[src/rtl/cpu_multicycle.sv]
// cpu_multicycle: multi-cycle 16-bit-class CPU (FETCH/EXEC/MEM sequencing).
// Instruction and data memories are external, reached through req/ack
// handshakes that accept any number of wait states.
// Ports:
//   CLK, RST          clock, synchronous active-high reset
//   START             one-cycle pulse, leaves IDLE and begins fetching at PC
//   IM_Req/IM_Addr    instruction fetch request and address (= PC)
//   IM_Ack/IM_RData   fetch completion and 26-bit instruction word
//   DM_Req/DM_We      data access request, 1 = store / 0 = load
//   DM_Addr/DM_WData  data address (ALU result) and store data (rt)
//   DM_Ack/DM_RData   data access completion and load data
//   PC_Out            current PC
//   Retire            one-cycle pulse per completed instruction
//   Halted            HALT has executed
//   Err               sticky illegal-opcode/funct flag
module cpu_multicycle #(
  parameter int DATA_W = 16,
  parameter int PC_W   = 16,
  parameter logic [PC_W-1:0] RESET_PC = {PC_W{1'b0}}
) (
  input  logic              CLK,
  input  logic              RST,
  input  logic              START,
  output logic              IM_Req,
  output logic [PC_W-1:0]   IM_Addr,
  input  logic              IM_Ack,
  input  logic [25:0]       IM_RData,
  output logic              DM_Req,
  output logic              DM_We,
  output logic [PC_W-1:0]   DM_Addr,
  output logic [DATA_W-1:0] DM_WData,
  input  logic              DM_Ack,
  input  logic [DATA_W-1:0] DM_RData,
  output logic [PC_W-1:0]   PC_Out,
  output logic              Retire,
  output logic              Halted,
  output logic              Err
);

  typedef enum logic [2:0] {S_IDLE, S_FETCH, S_EXEC, S_MEM, S_HALT} state_t;

  localparam logic [5:0] OP_RTYPE = 6'h00;
  localparam logic [5:0] OP_J     = 6'h02;
  localparam logic [5:0] OP_BEQ   = 6'h04;
  localparam logic [5:0] OP_BNE   = 6'h05;
  localparam logic [5:0] OP_ADDI  = 6'h08;
  localparam logic [5:0] OP_LW    = 6'h23;
  localparam logic [5:0] OP_SW    = 6'h2B;
  localparam logic [5:0] OP_HALT  = 6'h3F;
  localparam logic [5:0] FN_ADD   = 6'h20;
  localparam logic [5:0] FN_SUB   = 6'h22;
  localparam logic [5:0] FN_AND   = 6'h24;
  localparam logic [5:0] FN_OR    = 6'h25;
  localparam logic [5:0] FN_NOR   = 6'h27;
  localparam logic [5:0] FN_SLT   = 6'h2A;

  localparam logic [PC_W-1:0]   PC_ONE = {{(PC_W-1){1'b0}}, 1'b1};
  localparam logic [DATA_W-1:0] D_ZERO = {DATA_W{1'b0}};
  localparam logic [DATA_W-1:0] D_ONE  = {{(DATA_W-1){1'b0}}, 1'b1};

  state_t            r_state;
  logic [PC_W-1:0]   r_pc;
  logic [25:0]       r_ir;
  logic [DATA_W-1:0] r_regs [0:7];
  logic              r_im_req;
  logic              r_dm_req;
  logic              r_dm_we;
  logic [PC_W-1:0]   r_dm_addr;
  logic [DATA_W-1:0] r_dm_wdata;
  logic              r_halted;
  logic              r_err;

  logic [5:0]        w_op;
  logic [5:0]        w_funct;
  logic [2:0]        w_rs;
  logic [2:0]        w_rt;
  logic [2:0]        w_rd;
  logic [DATA_W-1:0] w_imm;
  logic [DATA_W-1:0] w_rs_val;
  logic [DATA_W-1:0] w_rt_val;
  logic [DATA_W-1:0] w_alu;
  logic [DATA_W-1:0] w_jt;
  logic [PC_W-1:0]   w_pc_inc;
  logic [PC_W-1:0]   w_br_target;
  logic [PC_W-1:0]   w_next_pc;
  logic [2:0]        w_wr_idx;
  logic              w_wr_en;
  logic              w_illegal;
  logic              w_is_mem;
  logic              w_is_halt;

  assign w_op     = r_ir[25:20];
  assign w_rs     = r_ir[19:17];
  assign w_rt     = r_ir[16:14];
  assign w_rd     = r_ir[13:11];
  assign w_funct  = r_ir[5:0];
  assign w_imm    = {{(DATA_W-14){r_ir[13]}}, r_ir[13:0]};
  // R0 is hard-wired to zero on the read side; writes to it are dropped below.
  assign w_rs_val = (w_rs == 3'd0) ? D_ZERO : r_regs[w_rs];
  assign w_rt_val = (w_rt == 3'd0) ? D_ZERO : r_regs[w_rt];
  assign w_pc_inc    = r_pc + PC_ONE;
  assign w_br_target = w_pc_inc + w_imm[PC_W-1:0];

  // Decode the latched IR: ALU result, register write target and next PC.
  always_comb begin
    w_alu     = D_ZERO;
    w_wr_en   = 1'b0;
    w_wr_idx  = 3'd0;
    w_next_pc = w_pc_inc;
    w_illegal = 1'b0;
    w_is_mem  = 1'b0;
    w_is_halt = 1'b0;
    w_jt      = D_ZERO;
    w_jt[15:0] = r_ir[15:0];
    case (w_op)
      OP_RTYPE: begin
        w_wr_en  = 1'b1;
        w_wr_idx = w_rd;
        case (w_funct)
          FN_ADD:  w_alu = w_rs_val + w_rt_val;
          FN_SUB:  w_alu = w_rs_val - w_rt_val;
          FN_AND:  w_alu = w_rs_val & w_rt_val;
          FN_OR:   w_alu = w_rs_val | w_rt_val;
          FN_NOR:  w_alu = ~(w_rs_val | w_rt_val);
          FN_SLT:  w_alu = ($signed(w_rs_val) < $signed(w_rt_val)) ? D_ONE : D_ZERO;
          default: begin
            w_illegal = 1'b1;
            w_wr_en   = 1'b0;
          end
        endcase
      end
      OP_ADDI: begin
        w_alu    = w_rs_val + w_imm;
        w_wr_en  = 1'b1;
        w_wr_idx = w_rt;
      end
      OP_LW, OP_SW: begin
        w_alu    = w_rs_val + w_imm;
        w_is_mem = 1'b1;
      end
      OP_BEQ: begin
        if (w_rs_val == w_rt_val) w_next_pc = w_br_target;
        else                      w_next_pc = w_pc_inc;
      end
      OP_BNE: begin
        if (w_rs_val != w_rt_val) w_next_pc = w_br_target;
        else                      w_next_pc = w_pc_inc;
      end
      OP_J:    w_next_pc = w_jt[PC_W-1:0];
      OP_HALT: w_is_halt = 1'b1;
      default: w_illegal = 1'b1;
    endcase
  end

  // Sequencer: state, PC, IR, register file and the registered bus outputs.
  always_ff @(posedge CLK) begin
    if (RST) begin
      r_state    <= S_IDLE;
      r_pc       <= RESET_PC;
      r_ir       <= 26'd0;
      r_im_req   <= 1'b0;
      r_dm_req   <= 1'b0;
      r_dm_we    <= 1'b0;
      r_dm_addr  <= {PC_W{1'b0}};
      r_dm_wdata <= D_ZERO;
      r_halted   <= 1'b0;
      r_err      <= 1'b0;
      for (int i = 0; i < 8; i++) r_regs[i] <= D_ZERO;
    end else begin
      case (r_state)
        S_IDLE: begin
          if (START) begin
            r_state  <= S_FETCH;
            r_im_req <= 1'b1;
          end
        end
        S_FETCH: begin
          if (IM_Ack) begin
            r_ir     <= IM_RData;
            r_im_req <= 1'b0;
            r_state  <= S_EXEC;
          end
        end
        S_EXEC: begin
          if (w_is_halt) begin
            r_state  <= S_HALT;
            r_halted <= 1'b1;
          end else if (w_is_mem) begin
            // Address/data are frozen here and held until the ack cycle.
            r_state    <= S_MEM;
            r_dm_req   <= 1'b1;
            r_dm_we    <= (w_op == OP_SW);
            r_dm_addr  <= w_alu[PC_W-1:0];
            r_dm_wdata <= w_rt_val;
          end else begin
            if (w_wr_en && (w_wr_idx != 3'd0)) r_regs[w_wr_idx] <= w_alu;
            r_pc     <= w_next_pc;
            r_err    <= r_err | w_illegal;
            r_im_req <= 1'b1;
            r_state  <= S_FETCH;
          end
        end
        S_MEM: begin
          if (DM_Ack) begin
            if (!r_dm_we && (w_rt != 3'd0)) r_regs[w_rt] <= DM_RData;
            r_dm_req <= 1'b0;
            r_dm_we  <= 1'b0;
            r_pc     <= w_pc_inc;
            r_im_req <= 1'b1;
            r_state  <= S_FETCH;
          end
        end
        S_HALT:  r_state <= S_HALT;
        default: begin
          r_state  <= S_IDLE;
          r_im_req <= 1'b0;
          r_dm_req <= 1'b0;
        end
      endcase
    end
  end

  // Retire marks the cycle whose edge commits; in MEM that is the ack cycle,
  // which cannot be known a cycle ahead, so it is decoded from state + ack.
  assign Retire   = ((r_state == S_EXEC) && !w_is_mem) ||
                    ((r_state == S_MEM) && DM_Ack);
  assign IM_Req   = r_im_req;
  assign IM_Addr  = r_pc;
  assign DM_Req   = r_dm_req;
  assign DM_We    = r_dm_we;
  assign DM_Addr  = r_dm_addr;
  assign DM_WData = r_dm_wdata;
  assign PC_Out   = r_pc;
  assign Halted   = r_halted;
  assign Err      = r_err;

endmodule

[config.mk]
export PLATFORM = sky130hd
export DESIGN_NAME = cpu_multicycle
export DESIGN_NICKNAME = d
export VERILOG_FILES = /design/src/rtl/cpu_multicycle.sv
export SDC_FILE = /design/constraint.sdc
export NUM_CORES = 1
export LEC_CHECK = 0
export BUFFER_PORTS_ARGS = -buffer_cell sky130_fd_sc_hd__clkbuf_2
export CAP_MARGIN = 20
export CORE_MARGIN = 3
export CORE_UTILIZATION = 35
export DETAILED_ROUTE_END_ITERATION = 8
export GPL_TIMING_DRIVEN = 0
export PLACE_DENSITY_LB_ADDON = 0.3
export SLEW_MARGIN = 15
export SYNTH_ARGS = -nofsm -noshare
export SYNTH_HDL_FRONTEND = slang
export SYNTH_SLANG_ARGS = --single-unit
[constraint.sdc]
create_clock -name CLK -period 5.7 [get_ports CLK]
set_input_delay 1.14 -clock CLK [delete_from_list [all_inputs] [get_ports CLK]]
set_output_delay 1.14 -clock CLK [all_outputs]
set_load 0.02 [all_outputs]
==> results of run 1 <==
[path summary, 6_finish.rpt]
check | slack (ns) | to | from
setup / recovery | 0.43 | r_regs[7][14]$_SDFFCE_PN0P_ | flop
hold / removal | 0.46 | DM_WData[7]$_SDFFE_PP0P_ | DM_WData[7]$_SDFFE_PP0P_
setup reg to reg | 0.43 | r_regs[7][14]$_SDFFCE_PN0P_ | flop
hold reg to reg | 0.46 | DM_WData[7]$_SDFFE_PP0P_ | DM_WData[7]$_SDFFE_PP0P_
[synthesized netlist by cell type, drive strengths merged (6+ instances only)]
cell and instances:
o21ai 53, and3 8, nor2 195, nand2b 32, buf 52, nor2b 7
edfxtp 128, nor3 56, dfxtp 88, clkbuf 57, xnor2 38, a22o 6
or2 11, nand4 11, o21bai 8, ha 81, and2 6, nand2 169
nand3 38, mux2i 31, mux4 64, o21a 8, xor2 15, nor4 10
o31ai 15, o22ai 9, a211oi 23, a21oi 133, o221ai 7, a31oi 10
or3 13, a22oi 21, a21o 28, inv 61
[area by class of cell]
class,count,area share (%)
Clock inverter,8,0.638
Timing Repair Buffer,118,3.52
Tap cell,532,3.90
Buffer,107,3.20
Multi-Input combinational cell,1195,50.4
Inverter,61,1.34
Clock buffer,38,4.19
Sequential cell,216,32.8
[power by group]
part	total, mW	internal [mW]	switching (mW)
Clock	1.63	0.960	0.669
Combinational	0.800	0.295	0.505
Sequential	1.75	1.70	0.0447
[routing by layer]
layer	part of all wire, %	track usage [%]	wire length (um)	vias up
li1	-	-	-	6029
met1	42	29.3	21600	6390
met2	47	36.7	24100	475
met3	6.3	3.22	3230	86
met4	4.0	8.37	2020	0
met5	0	0	0	-
[critical path: stages, from the launching register on]
cell and delay [ns]:
dfxtp_1 0.30, buf_2 0.19, buf_2 0.36, buf_4 0.44, mux4_2 0.56, nand2_1 0.08
a21o_1 0.19, inv_1 0.09, ha_1 0.23, fa_1 0.47, a211oi_1 0.39, nor4_1 0.14
o31ai_1 0.39, o21ai_0 0.19, xnor2_1 0.20, nor2_1 0.08, nor2_1 0.52, a211oi_1 0.18
[what timing repair did]
action | in CTS | in global routing
setup endpoints to repair | 7 | 61
gates resized for setup | 1 | 6
hold buffers | 0 | 0
[registers in the layout (all words and copies together), names as in the netlist, 3 cells and up, named ones only]
register  count
IM_Addr      16
r_ir         26
r_state       3
DM_WData     16
r_regs      128
DM_Addr      16
[cells by family (layout without fill, tap and decap cells)]
kind of cell | after synthesis | count (layout)
AND/OR/NAND/NOR | 576 | 576
AO/OA/AOI/OAI | 369 | 369
flip-flops | 216 | 216
buffers and inverters | 170 | 332
multiplexers | 96 | 96
adder cells (fa/ha/maj) | 85 | 85
XOR/XNOR | 53 | 53
other | 1 | 16
==> flow_metrics.env, run 1 <==
export IMPL_status="completed"
export IMPL_path_class="reg2reg"
export IMPL_route_vias_total=13000
export IMPL_synth_simple_area_share_pct=18.3
export IMPL_power_density_mw_per_mm2=245
export IMPL_synth_area_top_cells="edfxtp_1 (26%), dfxtp_1 (12%), mux4_2 (9.7%), ha_1 (6.8%), nor2_1 (4.9%)"
export IMPL_yosysWarnings=0
export IMPL_multi_input_area_mm2=0.00860
export IMPL_end_kind="flop"
export IMPL_setup_violations_final=0
export IMPL_cts_max_path_buffers=3
export IMPL_die_area_mm2=0.0450
export IMPL_synth_seq_area_share_pct=37.7
export IMPL_place_area_mm2=0.0162
export IMPL_setup_slack_ns=0.435
export IMPL_rsz0062_at_grt="false"
export IMPL_max_freq_ghz=0.190
export IMPL_crit_fanout=19
export IMPL_place_ws_ns=-0.236
export IMPL_cts_sinks=216
export IMPL_finalInstanceArea_mm2=0.0171
export IMPL_synthCells=1566
export IMPL_postLayoutCoreUtil_pct=41.2
export IMPL_synth_top_family_by_area="simple AND/OR/NAND/NOR gates"
export IMPL_hpwl_um=39800
export IMPL_ff_latch_area_mm2=0.00561
export IMPL_antenna_found_initial=0
export IMPL_finalNonFillerCells=2275
export IMPL_wire_per_inst_um=22.4
export IMPL_period_needed_ns=5.27
export IMPL_crit_path_start_kind="flop"
export IMPL_synth_xor_area_share_pct=3.17
export IMPL_drive_above_1_share_pct=18.5
export IMPL_wirelength_um=50900
export IMPL_area_delta_synth_final_pct=14.7
export IMPL_ir_drop_mv=0.201
export IMPL_tns_ns=0
export IMPL_power_static_leakage_nw=6.35
export IMPL_synth_top_area_share_pct=25.8
export IMPL_finalCritPeriodShare_pct=92.4
export IMPL_max_cap_violations=0
export IMPL_grt_pass1_wl_um=75900
export IMPL_cts_setup_buffers=0
export IMPL_cts_tree="built"
export IMPL_drcViolationCount=0
export IMPL_clockRootBuffer="clkbuf_16"
export IMPL_min_path_cells=2
export IMPL_ys_ff_latch=216
export IMPL_drt_iter0_markers=1125
export IMPL_avgViaCountPerCell=5.71
export IMPL_clk_latency_ns=0.56
export IMPL_worstPathRequired_ns=5.99
export IMPL_yosysTopAreaCell="edfxtp_1"
export IMPL_port_buffer_count=116
export IMPL_worstPathArrival_ns=5.55
export IMPL_synthArstFlopShare_pct=0
export IMPL_synth_edf_count=128
export IMPL_fillers=4028
export IMPL_worst_hold_slack_ns=0.461
export IMPL_worst_pin_slew_ns=1.18
export IMPL_syn_avg_cell_area_um2=9.51
export IMPL_drtAntennaViolNets=0
export IMPL_globalplace_congestion=0.929
export IMPL_core_area_mm2=0.0414
export IMPL_ys_types=94
export IMPL_start_util_pct=36.0
export IMPL_nets=1856
export IMPL_grt_pass1_vias=12500
export IMPL_overflow=0
export IMPL_mostFrequentLayoutCell="nor2_1"
export IMPL_core_rowCount=74
export IMPL_cts_htree_levels=1
export IMPL_muxShareOfSynthArea_pct=11.9
export IMPL_finalHoldViolations=0
export IMPL_antennaDiodeCount=0
export IMPL_slew_limit_headroom_pct=20.8
export IMPL_die_h_um=212
export IMPL_synth_compound_area_share_pct=16.3
export IMPL_path_clk_slew_ns=0.06
export IMPL_finalPower_mw=4.18
export IMPL_reg2reg_depth=17
export IMPL_holdCritPathClass="reg2reg"
export IMPL_slew_violations=0
export IMPL_drt_pass1_iterations=7
export IMPL_die_x_um=212
export IMPL_grt_use_total_pct=22.1
export IMPL_cts_buffers=25
export IMPL_final_cell_mix="nor2_1 (194), nand2_1 (164), a21oi_1 (131)"
export IMPL_synth_ff_type="edfxtp_1"
export IMPL_netlist_area_mm2=0.0149
export IMPL_place_inst=2230
export IMPL_grt_max_degree=17
export IMPL_io_pins=117
export IMPL_synthAdderAreaFrac_pct=7.35
export IMPL_skew_ns=0.0330
Note: power is estimated with default switching activity, not from simulation.
==> run 2, diff against run 1 <==
Settings changed: MAX_ROUTING_LAYER from default to met4.
==> run 2 against run 1 <==
  * Clock skew is 0.018 ns lower
  * Sequential share of layout area hardly changed
  * Combinational power hardly changed
  * Critical path depth stayed put
  * Setup slack worse by 0.018 ns
  * Cell area hardly changed
  * Critical endpoint is now IM_Addr[11]$_SDFFE_PP0P_
  * Largest power group unchanged
==> flow_metrics.env, run 2 (synthesized netlist as in run 1, its figures left out) <==
export IMPL_hpwl_um=40000
export IMPL_area_delta_synth_final_pct=14.7
export IMPL_setup_slack_ns=0.416
export IMPL_period_needed_ns=5.28
export IMPL_cts_htree_levels=1
export IMPL_holdCritPathClass="reg2reg"
export IMPL_die_area_mm2=0.0450
export IMPL_finalHoldViolations=0
export IMPL_worstPathArrival_ns=5.74
export IMPL_io_pins=117
export IMPL_grt_max_degree=20
export IMPL_status="completed"
export IMPL_drcViolationCount=0
export IMPL_cts_buffers=25
export IMPL_setup_violations_final=0
export IMPL_power_density_mw_per_mm2=244
export IMPL_mostFrequentLayoutCell="nor2_1"
export IMPL_grt_pass1_wl_um=75700
export IMPL_end_kind="flop"
export IMPL_antennaDiodeCount=0
export IMPL_place_ws_ns=-0.161
export IMPL_drtAntennaViolNets=0
export IMPL_fillers=4042
export IMPL_crit_fanout=10
export IMPL_max_freq_ghz=0.189
export IMPL_grt_use_total_pct=22.6
export IMPL_start_util_pct=36.0
export IMPL_cts_tree="built"
export IMPL_path_clk_slew_ns=0.07
export IMPL_clk_latency_ns=0.56
export IMPL_grt_pass1_vias=12500
export IMPL_top_register="r_regs"
export IMPL_ir_drop_mv=0.155
export IMPL_skew_ns=0.0147
export IMPL_worst_pin_slew_ns=1.15
export IMPL_final_cell_mix="nor2_1 (194), nand2_1 (164), a21oi_1 (131)"
export IMPL_die_h_um=212
export IMPL_wire_per_inst_um=22.2
export IMPL_worst_hold_slack_ns=0.457
export IMPL_slew_limit_headroom_pct=23.0
export IMPL_max_cap_violations=0
export IMPL_slew_violations=0
export IMPL_crit_path_start_kind="flop"
export IMPL_route_vias_total=13000
export IMPL_die_x_um=212
export IMPL_nets=1857
export IMPL_avgViaCountPerCell=5.70
export IMPL_finalCritPeriodShare_pct=92.7
export IMPL_largest_reg_flops=128
export IMPL_path_class="reg2reg"
export IMPL_worstPathRequired_ns=6.15
export IMPL_cts_sinks=216
export IMPL_power_static_leakage_nw=6.35
export IMPL_core_rowCount=74
export IMPL_core_area_mm2=0.0414
export IMPL_drive_above_1_share_pct=18.7
export IMPL_rsz0062_at_grt="false"
export IMPL_antenna_found_initial=0
export IMPL_drt_pass1_iterations=6
export IMPL_globalplace_congestion=0.971
export IMPL_clockRootBuffer="clkbuf_16"
export IMPL_cts_max_path_buffers=3
export IMPL_port_buffer_count=116
export IMPL_reg_top3="r_regs (128), r_ir (26)"
export IMPL_drt_iter0_markers=1131
export IMPL_overflow=0
export IMPL_wirelength_um=50500
run 2: repair_timing:
item,4_1_cts,5_1_grt
buffers inserted,0,0
hold buffers,0,0
resized for setup,2,6
hold endpoints to repair,0,0
endpoints found under the setup margin,21,23
pin swaps,0,0
run 2: routing by layer:
| layer | GRT usage [%] | wire [um] |
|---|---|---|
| met1 | 29.5 | 21500 |
| met2 | 36.1 | 23600 |
| met3 | 2.85 | 3340 |
| met4 | 8.69 | 2070 |
| met5 | - | 0 |
run 2: worst max-delay path, stage by stage (launching register included):
cell and delay, ns:
dfxtp_1 0.30, buf_2 0.19, clkbuf_4 0.32, buf_4 0.30
buf_2 0.37, mux4_2 0.56, nand2_1 0.09, a21o_1 0.18
ha_1 0.25, buf_2 0.19, nor4_1 0.51, nand2_1 0.21
or3_1 0.40, a21oi_1 0.31, buf_2 0.29, and2_1 0.30
nand2_1 0.11, a311oi_1 0.29
run 2: layout make-up:
| cell class | instances | area (um^2) | share of cell area, % |
|---|---|---|---|
| Clock inverter | 12 | 129 | 0.755 |
| Sequential cell | 216 | 5610 | 32.8 |
| Tap cell | 532 | 666 | 3.90 |
| Buffer | 108 | 553 | 3.24 |
| Multi-Input combinational cell | 1195 | 8600 | 50.4 |
| Clock buffer | 32 | 683 | 4.00 |
| Timing Repair Buffer | 118 | 601 | 3.52 |
| Inverter | 61 | 229 | 1.34 |
run 2: power breakdown:
group          leakage (nW)  switching, mW  internal [mW]  total, mW
clock                 0.402          0.686          0.939       1.62
sequential             2.02         0.0452           1.70       1.75
combinational          3.93          0.499          0.299      0.798
total                  6.35           1.23           2.94       4.17
run 2: through the flow:
stage	util (%)	setup TNS [ns]	power, mW	cells	instance area [um^2]
after floorplan	-	0	2.31	1581	14900
final	41.2	0	4.17	2274	17100
after global routing	41.2	0	4.33	2274	17100
after global placement	39.1	-2.31	2.55	2229	16200
after detailed placement	39.2	-1.63	2.56	2230	16200
after CTS	41.2	0	4.18	2273	17000
run 2: path summary, 6_finish.rpt:
kind | start | to | slack [ns] | cells past startpoint
worst max-delay path | flop | IM_Addr[11]$_SDFFE_PP0P_ | 0.42 | 17
worst min-delay path | DM_WData[13]$_SDFFE_PP0P_ | DM_WData[13]$_SDFFE_PP0P_ | 0.46 | 2
worst max register to register | flop | IM_Addr[11]$_SDFFE_PP0P_ | 0.42 | 17
worst min register to register | DM_WData[13]$_SDFFE_PP0P_ | DM_WData[13]$_SDFFE_PP0P_ | 0.46 | 2
